### config.mk
export PLATFORM = sky130hd
export DESIGN_NAME = one_wire_crc8
export DESIGN_NICKNAME = d
export VERILOG_FILES = /design/src/rtl/one_wire_crc8.sv
export SDC_FILE = /design/constraint.sdc
export NUM_CORES = 1
export LEC_CHECK = 0
export BUFFER_PORTS_ARGS = -buffer_cell sky130_fd_sc_hd__clkbuf_2
export CAP_MARGIN = 30
export CORE_MARGIN = 2
export CORE_UTILIZATION = 50
export DETAILED_ROUTE_END_ITERATION = 12
export PLACE_DENSITY = 0.7
export SYNTH_ARGS = -nofsm -noshare
export SYNTH_HDL_FRONTEND = slang
export SYNTH_SLANG_ARGS = --single-unit
### constraint.sdc
create_clock -name clk -period 2.3 [get_ports clk]
set_clock_uncertainty 0.15 [all_clocks]
set_input_delay 0.575 -clock clk [delete_from_list [all_inputs] [get_ports clk]]
set_output_delay 0.575 -clock clk [all_outputs]
set_load 0.01 [all_outputs]
### src/rtl/one_wire_crc8.sv
// Serial Dallas/Maxim 1-Wire CRC-8 (x^8+x^5+x^4+1, reflected 0x8C) over a
// fixed-length LSB-first frame delimited by the shifter's start_crc level.
module one_wire_crc8 #(
  parameter int unsigned DATA_BITS = 56,
  parameter logic [7:0]  CRC_INIT  = 8'h00,
  parameter int unsigned CNT_W     = 8
) (
  input  logic       clk,
  input  logic       rst_n,
  input  logic       start_crc,
  input  logic       data_stream,
  output logic [7:0] crc_out,
  output logic       crc_valid,
  output logic       busy,
  output logic       crc_abort
);

  typedef enum logic [1:0] {IDLE, ALIGN, SHIFT, DONE} state_t;

  localparam logic [7:0]       POLY     = 8'h8C;
  localparam logic [CNT_W-1:0] LAST_BIT = CNT_W'(DATA_BITS - 1);

  state_t           state;
  logic             start_q;
  logic [CNT_W-1:0] cnt;
  logic [7:0]       crc;
  logic             fb;
  logic [7:0]       crc_next;

  always_comb begin
    fb       = crc[0] ^ data_stream;
    crc_next = (crc >> 1) ^ (fb ? POLY : '0);
  end

  always_ff @(posedge clk) begin
    if (!rst_n) begin
      state     <= IDLE;
      start_q   <= 1'b0;
      cnt       <= '0;
      crc       <= CRC_INIT;
      crc_out   <= '0;
      crc_valid <= 1'b0;
      busy      <= 1'b0;
      crc_abort <= 1'b0;
    end else begin
      start_q   <= start_crc;
      crc_valid <= 1'b0;
      crc_abort <= 1'b0;
      case (state)
        IDLE: begin
          if (start_crc && !start_q) begin
            state <= ALIGN;
            busy  <= 1'b1;
            crc   <= CRC_INIT;
            cnt   <= '0;
          end
        end
        ALIGN: begin
          if (!start_crc) begin
            state     <= IDLE;
            busy      <= 1'b0;
            crc_abort <= 1'b1;
          end else begin
            state <= SHIFT;
          end
        end
        SHIFT: begin
          // An early drop discards the frame; the bit sampled this cycle is not folded in.
          if (!start_crc) begin
            state     <= IDLE;
            busy      <= 1'b0;
            crc_abort <= 1'b1;
          end else begin
            crc <= crc_next;
            if (cnt == LAST_BIT) state <= DONE;
            else                 cnt   <= cnt + 1'b1;
          end
        end
        DONE: begin
          crc_out   <= crc;
          crc_valid <= 1'b1;
          busy      <= 1'b0;
          state     <= IDLE;
        end
        default: state <= IDLE;
      endcase
    end
  end

endmodule

==> Word-level counts from Yosys, hierarchy flattened <==
Cells that the tools add are included.
{ "totals": {"reg_bits": 30} }
{ "op_classes": {"reduce_logical": 10, "bitwise_logic": 2, "n_mux": 17, "eq_ne": 9, "addsub": 1} }
{ "op_table": {"columns": ["operator", "count"], "rows": [
  ["$mux W8", 5],
  ["$pmux W8 S2", 2],
  ["$add A8 B1 Y8 const B", 1],
  ["$eq A8 B6 Y1 const B", 1],
  ["$mux W2", 4],
  ["$ne A2 B2 Y1 const B", 4],
  ["$pmux W2 S4", 1],
  ["$xor A7 B8 Y8", 1],
  ["$reduce_and A2 Y1", 3],
  ["$eq A2 B2 Y1 const B", 2],
  ["$mux W1", 4],
  ["$reduce_and A4 Y1", 1],
  ["$ne A3 B3 Y1 const B", 1],
  ["$pmux W1 S3", 1],
  ["$reduce_and A3 Y1", 1],
  ["$eq A2 B1 Y1 const B", 1],
  ["$logic_not A2 Y1", 1],
  ["$reduce_bool A2 Y1", 1],
  ["$reduce_or A2 Y1", 1],
  ["$logic_and A1 B1 Y1", 1],
  ["$logic_not A1 Y1", 1],
  ["$xor A1 B1 Y1", 1]
]} }

==> Logic depth before layout (Yosys ltp) <==
Gate-level depths: netlist of the first run.
{ "depth": {"ltp_word": 5, "mapped_depth": 8, "ltp_nobuf": 6} }

==> Least setup slack after synthesis of the first run <==
No wires, ideal clock.
{ "synth_timing": {"path_type": "reg-to-reg", "startpoint": "register state[0]", "endpoint": "register cnt[0]", "path_buffers": 2, "slack_ns": 0.538, "stages_incl_launch_ff": 9, "required_ns": 2.080, "period_less_slack_ns": 1.762, "setup_ns": 0.070, "arrival_ns": 1.542, "path_cell_list": "dfxtp_1 > inv_1 > ha_1 > buf_2 > o21ai_1 > nand2b_4 > clkbuf_1 > o21ai_0 > a21oi_1"} }
{ "synth_between": {"elab_chain_len": 3, "word_cells_on_any_way": 8} }
{ "synth_lines": {"columns": ["item", "line", "source"], "rows": [
  ["start: declaration", "23", "state_t state;"],
  ["start signal: assignment", "37", "state <= IDLE;"],
  ["start signal: assignment", "52", "state <= ALIGN;"],
  ["start signal: assignment", "60", "state <= IDLE;"],
  ["$eq A2 B2 Y1 or $logic_not A2 Y1 (tied branches)", "49", "case (state)"],
  ["$ne A2 B2 Y1 (no line) or $reduce_bool A2 Y1 (tied branches)", null, null],
  ["$reduce_and A4 Y1 (no line)", null, null],
  ["end signal: assignment", "76", "else cnt <= cnt + 1'b1;"],
  ["end: declaration", "25", "logic [CNT_W-1:0] cnt;"]
]} }
Several ways; a longest one is shown, not always the timed one.
A chain may end at the register's enable or synchronous reset.

==> Final worst setup path of the first run <==
Ends and elaborated chain as after synthesis.

==> reports/qor.yml, run 1 <==
critical_path_arrival_ps: 2120
status: "completed"
hold_viol_final: 0
htreeDepth: 2
endpoint: "cnt[0]"
seq_area_frac_synth_pct: 45.41
cp.required_ps: 2410
drc_errors: 0
antenna_found_initial: 0
crit_start: "state[0]"
nNetsFinal: 169
syn-num-nets: 152
cts_resized: 0
p_int_w: 0.0009298
drt_pass1_iterations: 5
start_util_pct: 52.90
fin_setup_tns_ps: 0
area_delta_synth_final_pct: 16.18
drive_gt1_share_pct: 18.63
drt_iter0_markers: 29
crit_cells: 6
crit_buf_inv: 2
cp_top_family: "simple AND/OR/NAND/NOR gates"
core_area_um2: 2500
seqPwrFrac_pct: 45.0
tightestPinTransition_ps: 560.9
portBuffers: 14
grt_remaining_overflow: 0
ant_nets: 0
path_max_fanout: 9
path_cells: "inv_1 > ha_1 > inv_1 > nor4b_2 > o21ai_0 > a21oi_1"
min_period_ps: 2011
io_pins: 15
min_period_over_period_pct: 87.44
r2r_cells: 6
ys_warn_count: 0
grt_usage_pct: 18.71
setup-violations-final: 0
rr_endpoint: "cnt[0]"
rows: 18
ys_ff_latch: 30
wirelength_mm: 2.639
hold_path_class: "reg -> reg"
cts_sinks: 30
cp_common_cell: "inv_1"
post-route-util_pct: 61.46
grt_max_degree: 15
ys_types: 35
netlist_instances: 143
fin_cells: 191
via_per_inst: 5.759
timing.fmax_ghz: 0.4972
cts_tree: "yes"
swShare_pct: 21.26
rsz0062_at_grt: "no"
num_antenna_cells: 0
die_area_um2: 3072
gp_congestion: 0.8987
path_clk_slew_ps: 100
post_cts_buffers: 0
die_y_um: 55.43
maxCapViolCount: 0
p_leak_nw: 0.6018
r2r-start: "state[0]"
cts-root-buf: "clkbuf_4"
cts-hold-fix-buffers: 0
pwr-share-comb_pct: 7.6
path_class: "reg -> reg"
ir_drop_mv: 0.6406
slowest_delay_ps: 570
pwr-share-clk_pct: 47.3
wl_per_cell_um: 13.82
final_max_slew_viol_count: 0
numCtsBuffers: 5
grt_pass1_vias: 1024
cp_slowest_cell: "nor4b_2"
synth_area_per_cell_um2: 9.248
fp.dieW_um: 55.43
cp-end-kind: "flip-flop"
layout_commonest_cell: "dfxtp_1"
cts.path.max_buffers: 2
power.density_nw_per_um2: 768.5
post-dp-hpwl_mm: 1.809
place_inst: 183
grt_pass1_wl_mm: 4.491
relSlewSlack_pct: 62.51
cp-start-kind: "flip-flop"
r2r_slack_ps: 290
vias: 1100
clk_latency_ps: 330
final_cell_mix: "30 x dfxtp_1, 14 x nor2_1, 14 x clkbuf_2, 13 x nand2_1"
switchingPower_w: 0.0002510
synth.cell_area_um2: 1323
==> metrics by stage <==
stage	total power [W]	area, um2	setup WS, ps	hold WS [ps]
2_1_floorplan	0.0006075	1323	538.3	294.8
3_3_place_gp	0.0006310	1425	413.0	322.1
3_5_place_dp	0.0006336	1425	347.4	321.2
4_1_cts	0.001185	1536	320.3	332.2
5_1_grt	0.001216	1536	142.0	338.1
6_report	0.001181	1536	288.9	339.3
==> cells in the mapped netlist <==
library cell / number / share of area (%)
or4_4: 1 / 0.85
o21a_1: 2 / 1.1
a22o_1: 5 / 3.3
buf_2: 1 / 0.38
o21ai_0: 5 / 1.9
or2_1: 1 / 0.47
xor2_1: 3 / 2.0
nand4_1: 1 / 0.47
o22ai_1: 1 / 0.47
or2_2: 1 / 0.47
o21ai_1: 1 / 0.38
o211ai_1: 2 / 1.1
and3_1: 1 / 0.47
o311ai_0: 1 / 0.66
or4_1: 2 / 1.1
nand4b_1: 1 / 0.66
nor2_1: 14 / 4.0
nand3_1: 7 / 2.6
o32ai_1: 2 / 1.3
o31ai_1: 2 / 1.1
and2_1: 3 / 1.4
a211oi_1: 3 / 1.7
a21oi_1: 9 / 3.4
a32oi_2: 1 / 1.2
nand2_1: 13 / 3.7
clkbuf_1: 5 / 1.4
inv_1: 6 / 1.7
mux2i_1: 9 / 6.8
dfxtp_1: 30 / 45
nor4b_2: 1 / 1.1
nand2b_4: 1 / 1.0
buf_1: 1 / 0.28
ha_1: 5 / 4.7
nand2b_1: 1 / 0.47
nand3b_1: 1 / 0.57
==> power groups by stage <==
stage | Clock [W] | Sequential (W) | Combinational [W]
global placement | 0 | 0.000543 | 0.0000881
floorplan | 0 | 0.000544 | 0.0000633
detailed placement | 0 | 0.000543 | 0.0000903
CTS | 0.000563 | 0.000531 | 0.0000908
global route | 0.000585 | 0.000532 | 0.0000996
finish | 0.000559 | 0.000531 | 0.0000903
==> logic make-up after synthesis <==
logic type	Yosys count	synth area share [%]
adder cells (fa/ha/maj)	5	4.730
multiplexers	9	6.812
buffers and inverters	13	3.784
flip-flops	30	45.41
AND/OR/NAND/NOR	49	19.49
AO/OA/AOI/OAI	34	17.79
XOR/XNOR	3	1.987
==> worst min-delay path, cell delays in order, from the launching register on <==
cell     delay [ps]
dfxtp_1         340
nand2_1          60
a21oi_1          50
==> worst min path at each step <==
stage / endpoint / slack (ps) / cells past startpoint / from
floorplan: crc[1] / 290 / 2 / crc[1]
global placement: crc_out[7] / 320 / 2 / crc_out[7]
detailed placement: crc[1] / 320 / 2 / crc[1]
CTS: crc_abort / 330 / 2 / start_crc
global route: crc_abort / 340 / 2 / start_crc
finish: crc[7] / 340 / 2 / crc[7]
==> final cells by class <==
type	count	area, um2
sequential	30	600.6
timing repair buffer	17	92.59
multi-input combinational	100	671.9
fill	228	963.4
tap	30	37.54
clock buffer	6	51.30
clock inverter	2	60.06
inverter	6	22.52
==> metal layers <==
layer  global-route usage (%)  up-vias  share of wire, %
li1                         -      543                 -
met1                    22.86      520                46
met2                    29.25       31                46
met3                    7.026        6               5.7
met4                    8.362        0               1.7
met5                        0        -                 0
==> sequential cells by signal (all words and copies together), names as in the netlist <==
register   cells
cnt            8
crc            8
busy           1
crc_out        8
state          2
start_q        1
crc_abort      1
crc_valid      1
No activity file was read; power rests on OpenSTA's default activity.
==> run 2: changes to the inputs <==
--- a/config.mk
+++ b/config.mk
@@ -7,8 +7,10 @@
 export LEC_CHECK = 0
 export BUFFER_PORTS_ARGS = -buffer_cell sky130_fd_sc_hd__clkbuf_2
 export CAP_MARGIN = 30
+export CORE_ASPECT_RATIO = 0.6
 export CORE_MARGIN = 2
 export CORE_UTILIZATION = 50
+export CTS_CLUSTER_DIAMETER = 100
 export DETAILED_ROUTE_END_ITERATION = 12
 export PLACE_DENSITY = 0.7
 export SYNTH_ARGS = -nofsm -noshare
==> run 2 against run 1 <==
Design area is 1.6% lower; via count is 5.1% lower; core utilization is 1.1 points lower; critical path depth stayed put; combinational power is 3.2% lower; cell count is 0.52% higher; global-route usage is 0.80 points lower; routed wire length is 4.9% lower; total power is 11% lower; register-to-register slack hardly changed; sequential share of layout area is 0.65 points higher; critical path type unchanged; largest power group is now sequential cells; highest routed layer unchanged.
==> reports/qor.yml, run 2 (synthesis results as in run 1) <==
r2r_cells: 6  # unchanged
final_max_slew_viol_count: 0  # unchanged
htreeDepth: 2  # unchanged
cts.path.max_buffers: 2  # unchanged
fin_setup_tns_ps: 0  # unchanged
tightestPinTransition_ps: 532.6  # -28.33 ps
rr_endpoint: "cnt[0]"
area_delta_synth_final_pct: 14.29
wl_per_cell_um: 13.07  # -5.4%
p_leak_nw: 0.5865  # -2.5%
hold_viol_final: 0  # unchanged
min_period_ps: 2020  # +8.895 ps
status: "completed"
min_period_over_period_pct: 87.83  # +0.39 points
whs_ps: 329.9  # -9.404 ps
core_area_um2: 2505  # +0.20%
critical_path_arrival_ps: 2070  # -50 ps
power.density_nw_per_um2: 695.6  # -9.5%
grt_pass1_vias: 891  # -13%
wirelength_mm: 2.509  # -4.9%
rows: 14  # -4
fillers: 225  # -1.3%
post-dp-hpwl_mm: 1.809  # about the same
fp.dieW_um: 70.40  # +27%
drc_errors: 0  # unchanged
relSlewSlack_pct: 64.49  # +2.0 points
numCtsBuffers: 5  # unchanged
cts-hold-fix-buffers: 0  # unchanged
final_cell_mix: "30 x dfxtp_1, 14 x nor2_1, 14 x clkbuf_2, 13 x nand2_1"
die_area_um2: 3086  # +0.43%
nNetsFinal: 168  # -0.59%
setup-violations-final: 0  # unchanged
timing.fmax_ghz: 0.4951  # -0.44%
grt_remaining_overflow: 0  # unchanged
clk_latency_ps: 280  # -50 ps
cts_sinks: 30  # unchanged
via_per_inst: 5.438  # -5.6%
ant_nets: 0  # unchanged
hold_path_class: "reg -> reg"
path_class: "reg -> reg"
grt_usage_pct: 17.91  # -0.80 points
vias: 1044  # -5.1%
layout_commonest_cell: "dfxtp_1"
antenna_found_initial: 0  # unchanged
drt_pass1_iterations: 4  # -1
crit_start: "state[0]"
cp.required_ps: 2350  # -60 ps
cp-start-kind: "flip-flop"
top_regs: "cnt (8), crc (8), crc_out (8)"
r2r_slack_ps: 280  # about the same
path_clk_slew_ps: 60  # -40 ps
maxCapViolCount: 0  # unchanged
post_cts_buffers: 0  # unchanged
path_max_fanout: 9  # unchanged
io_pins: 15  # unchanged
cts_tree: "yes"
cp-end-kind: "flip-flop"
cts-root-buf: "clkbuf_8"
drive_gt1_share_pct: 17.50  # -1.1 points
grt_max_degree: 15  # unchanged
die_y_um: 43.84  # -21%
drt_iter0_markers: 67  # +130%
num_antenna_cells: 0  # unchanged
grt_pass1_wl_mm: 4.140  # -7.8%
endpoint: "cnt[0]"
gp_congestion: 0.8613  # -4.2%
portBuffers: 14  # unchanged
rsz0062_at_grt: "no"
r2r-start: "state[0]"
ir_drop_mv: 0.3325  # -48%
start_util_pct: 52.80  # -0.11 points
cts_resized: 0  # unchanged
-- run 2: cell type report --
class	instances	area [um2]	share of cell area (%)
clock inverters	1	5.005	0.3311
well taps	32	40.04	2.649
flip-flops and latches	30	600.6	39.74
multi-input cells	100	671.9	44.45
inverters	6	22.52	1.490
repair buffers	16	85.08	5.629
clock buffers	7	86.33	5.712
-- run 2: per-layer routing --
layer  vias to the layer above  wire [um]  track usage (%)
met5                         -          0                0
met4                         0         38            6.154
met3                         7        182            7.209
li1                        539          -                -
met2                        32       1015            24.15
met1                       466       1273            25.75
-- run 2: where the power goes --
group,switching [W],internal [W]
combinational,0.0000548,0.0000326
clock,0.000191,0.000241
sequential,0.00000514,0.000527
-- run 2: worst min-delay path by stage --
stage | depth (start not counted) | end | slack, ps | startpoint
after floorplan | 2 | crc[1] | 290 | crc[1]
after global placement | 2 | crc_out[3] | 320 | crc_out[3]
after detailed placement | 2 | crc[7] | 330 | crc[7]
after CTS | 2 | crc[7] | 340 | crc[7]
after global routing | 2 | crc[7] | 360 | crc[7]
final | 2 | crc[7] | 330 | crc[7]
-- run 2: critical path, cell delays in order, from the launching register on --
cell	delay, ps
dfxtp_1	340
inv_1	90
ha_1	340
inv_1	140
nor4b_2	540
o21ai_0	160
a21oi_1	190
-- run 2: metrics by stage --
| stage | setup slack, ps | util [%] | instances | instance area [um2] | power, W |
|---|---|---|---|---|---|
| final | 280.0 | 60.34 | 192 | 1511 | 0.001051 |
| after global routing | 138.7 | 60.34 | 192 | 1511 | 0.001095 |
| after CTS | 282.8 | 60.34 | 192 | 1511 | 0.001059 |
| after detailed placement | 307.8 | 56.69 | 184 | 1420 | 0.0006303 |
| after global placement | 412.8 | 56.69 | 184 | 1420 | 0.0006283 |
| after floorplan | 538.3 | - | 143 | 1323 | 0.0006075 |
==> run 3: changes to the inputs <==
==> constraint.sdc (replaced) <==
create_clock -name clk -period 2.3 [get_ports clk]
set_clock_uncertainty 0.15 [all_clocks]
set_input_delay 0.345 -clock clk [delete_from_list [all_inputs] [get_ports clk]]
set_output_delay 0.345 -clock clk [all_outputs]
set_load 0.01 [all_outputs]
==> run 3 against run 2 <==
Clock power hardly changed; first-iteration DRC count is 81% higher; critical path type unchanged; core utilization stayed put; largest power group unchanged; count of clock-buffer cells in the layout stayed put; largest cell class unchanged.
==> reports/qor.yml, run 3 (synthesis results as in run 1) <==
rsz0062_at_grt: "no"
cts.path.max_buffers: 2  # unchanged
slowest_delay_ps: 510  # -30 ps
dp_slack_ps: 381.8  # +74.00 ps
critical_path_arrival_ps: 1990  # -80 ps
ir_drop_mv: 0.5343  # +61%
maxCapViolCount: 0  # unchanged
grt_max_degree: 15  # unchanged
num_antenna_cells: 0  # unchanged
fin_setup_tns_ps: 0  # unchanged
p_leak_nw: 0.5865  # unchanged
via_per_inst: 5.646  # +3.8%
htreeDepth: 2  # unchanged
area_delta_synth_final_pct: 14.29  # unchanged
cp_top_family: "simple AND/OR/NAND/NOR gates"
hold_depth: 2  # unchanged
tightestPinTransition_ps: 574.3  # +41.69 ps
timing.fmax_ghz: 0.5184  # +4.7%
post_cts_buffers: 0  # unchanged
drive_gt1_share_pct: 17.50  # unchanged
holdPathEnd: "crc_abort"
nNetsFinal: 168  # unchanged
numCtsBuffers: 5  # unchanged
cts_sinks: 30  # unchanged
min_period_over_period_pct: 83.87  # -4.0 points
wl_met2_mm: 1.122  # +11%
fillers: 220  # -2.2%
drt_iter0_markers: 121  # +81%
clk_latency_ps: 280  # about the same
regArea_um2: 600.6  # unchanged
crit_start: "state[0]"
wirelength_mm: 2.641  # +5.3%
core_area_um2: 2505  # unchanged
cp_slowest_cell: "or4_1"
wl_met1_mm: 1.352  # +6.2%
place_inst: 184  # unchanged
path_class: "reg -> reg"
r2r_cells: 6  # unchanged
die_area_um2: 3086  # unchanged
rr_endpoint: "cnt[7]"
layout_commonest_cell: "dfxtp_1"
grt_pass1_wl_mm: 4.450  # +7.5%
fin_cells: 192  # unchanged
final_cell_mix: "30 x dfxtp_1, 14 x nor2_1, 14 x clkbuf_2, 13 x nand2_1"
power.density_nw_per_um2: 696.5  # +0.13%
cts_tree: "yes"
cts-root-buf: "clkbuf_8"
start_util_pct: 52.80  # unchanged
multi_input_area_um2: 671.9  # unchanged
fp.dieW_um: 70.40  # unchanged
drc_errors: 0  # unchanged
status: "completed"
grt_pass1_vias: 1005  # +13%
drt_pass1_iterations: 4  # unchanged
setup-violations-final: 0  # unchanged
hold_path_class: "in -> reg"
die_y_um: 43.84  # unchanged
crit_buf_inv: 1  # -1
cp-start-kind: "flip-flop"
cp-end-kind: "flip-flop"
portBuffers: 14  # unchanged
wl_met3_um: 144  # -21%
final_max_slew_viol_count: 0  # unchanged
setup_ws_ps: 371.0  # +90.99 ps
cp.required_ps: 2360  # about the same
cts-hold-fix-buffers: 0  # unchanged
grt_usage_pct: 19.19  # +1.3 points
relSlewSlack_pct: 61.61  # -2.9 points
cts_resized: 0  # unchanged
r2r_slack_ps: 370  # +90 ps
grt_remaining_overflow: 0  # unchanged
gp_congestion: 0.8350  # -3.1%
hold_viol_final: 0  # unchanged
r2r-start: "state[0]"
hold_start: "start_crc"
post-dp-hpwl_mm: 1.886  # +4.2%
path_max_fanout: 14  # +5
antenna_found_initial: 0  # unchanged
top_regs: "cnt (8), crc (8), crc_out (8)"
rows: 14  # unchanged
wl_per_cell_um: 13.76  # +5.3%
path_cells: "inv_1 > ha_1 > o21ai_1 > nand2b_4 > or4_1 > a21oi_1"
dr.max_layer_used: "met4"
min_period_ps: 1929  # -90.99 ps
io_pins: 15  # unchanged
vias: 1084  # +3.8%
path_clk_slew_ps: 60  # about the same
ant_nets: 0  # unchanged
[run 3: report_power, final]
part           total (W)  internal (W)  switching, W  leakage, nW
Combinational  0.0000881     0.0000324     0.0000558        0.296
Clock           0.000433      0.000241      0.000192       0.0482
Sequential      0.000532      0.000527    0.00000513        0.242
[run 3: through the flow]
stage	instance area [um2]	hold slack (ps)	util (%)	total power [W]
finish	1511	181.2	60.34	0.001053
global route	1511	191.2	60.34	0.001092
CTS	1511	178.5	60.34	0.001053
detailed placement	1420	322.4	56.69	0.0006307
global placement	1420	315.7	56.69	0.0006287
floorplan	1323	266.6	-	0.0006075
[run 3: how the worst max path moves through the flow]
stage                     cells after the start  endpoint  slack, ps
after floorplan                               8    cnt[0]        540
after global placement                        6    cnt[7]        430
after detailed placement                      6    cnt[7]        380
after CTS                                     6    cnt[7]        380
after global routing                          6    crc[2]        230
final                                         6    cnt[7]        370
[run 3: layer usage]
metal  track usage [%]  up-vias
met5                 0        -
li1                  -      541
met2             26.60       32
met1             26.40      507
met3             8.372        4
met4             7.308        0
[run 3: cell type report]
cell class,count,share of cell area [%]
clock inverters,1,0.3311
flip-flops and latches,30,39.74
multi-input cells,100,44.45
well taps,32,2.649
clock buffers,7,5.712
inverters,6,1.490
repair buffers,16,5.629
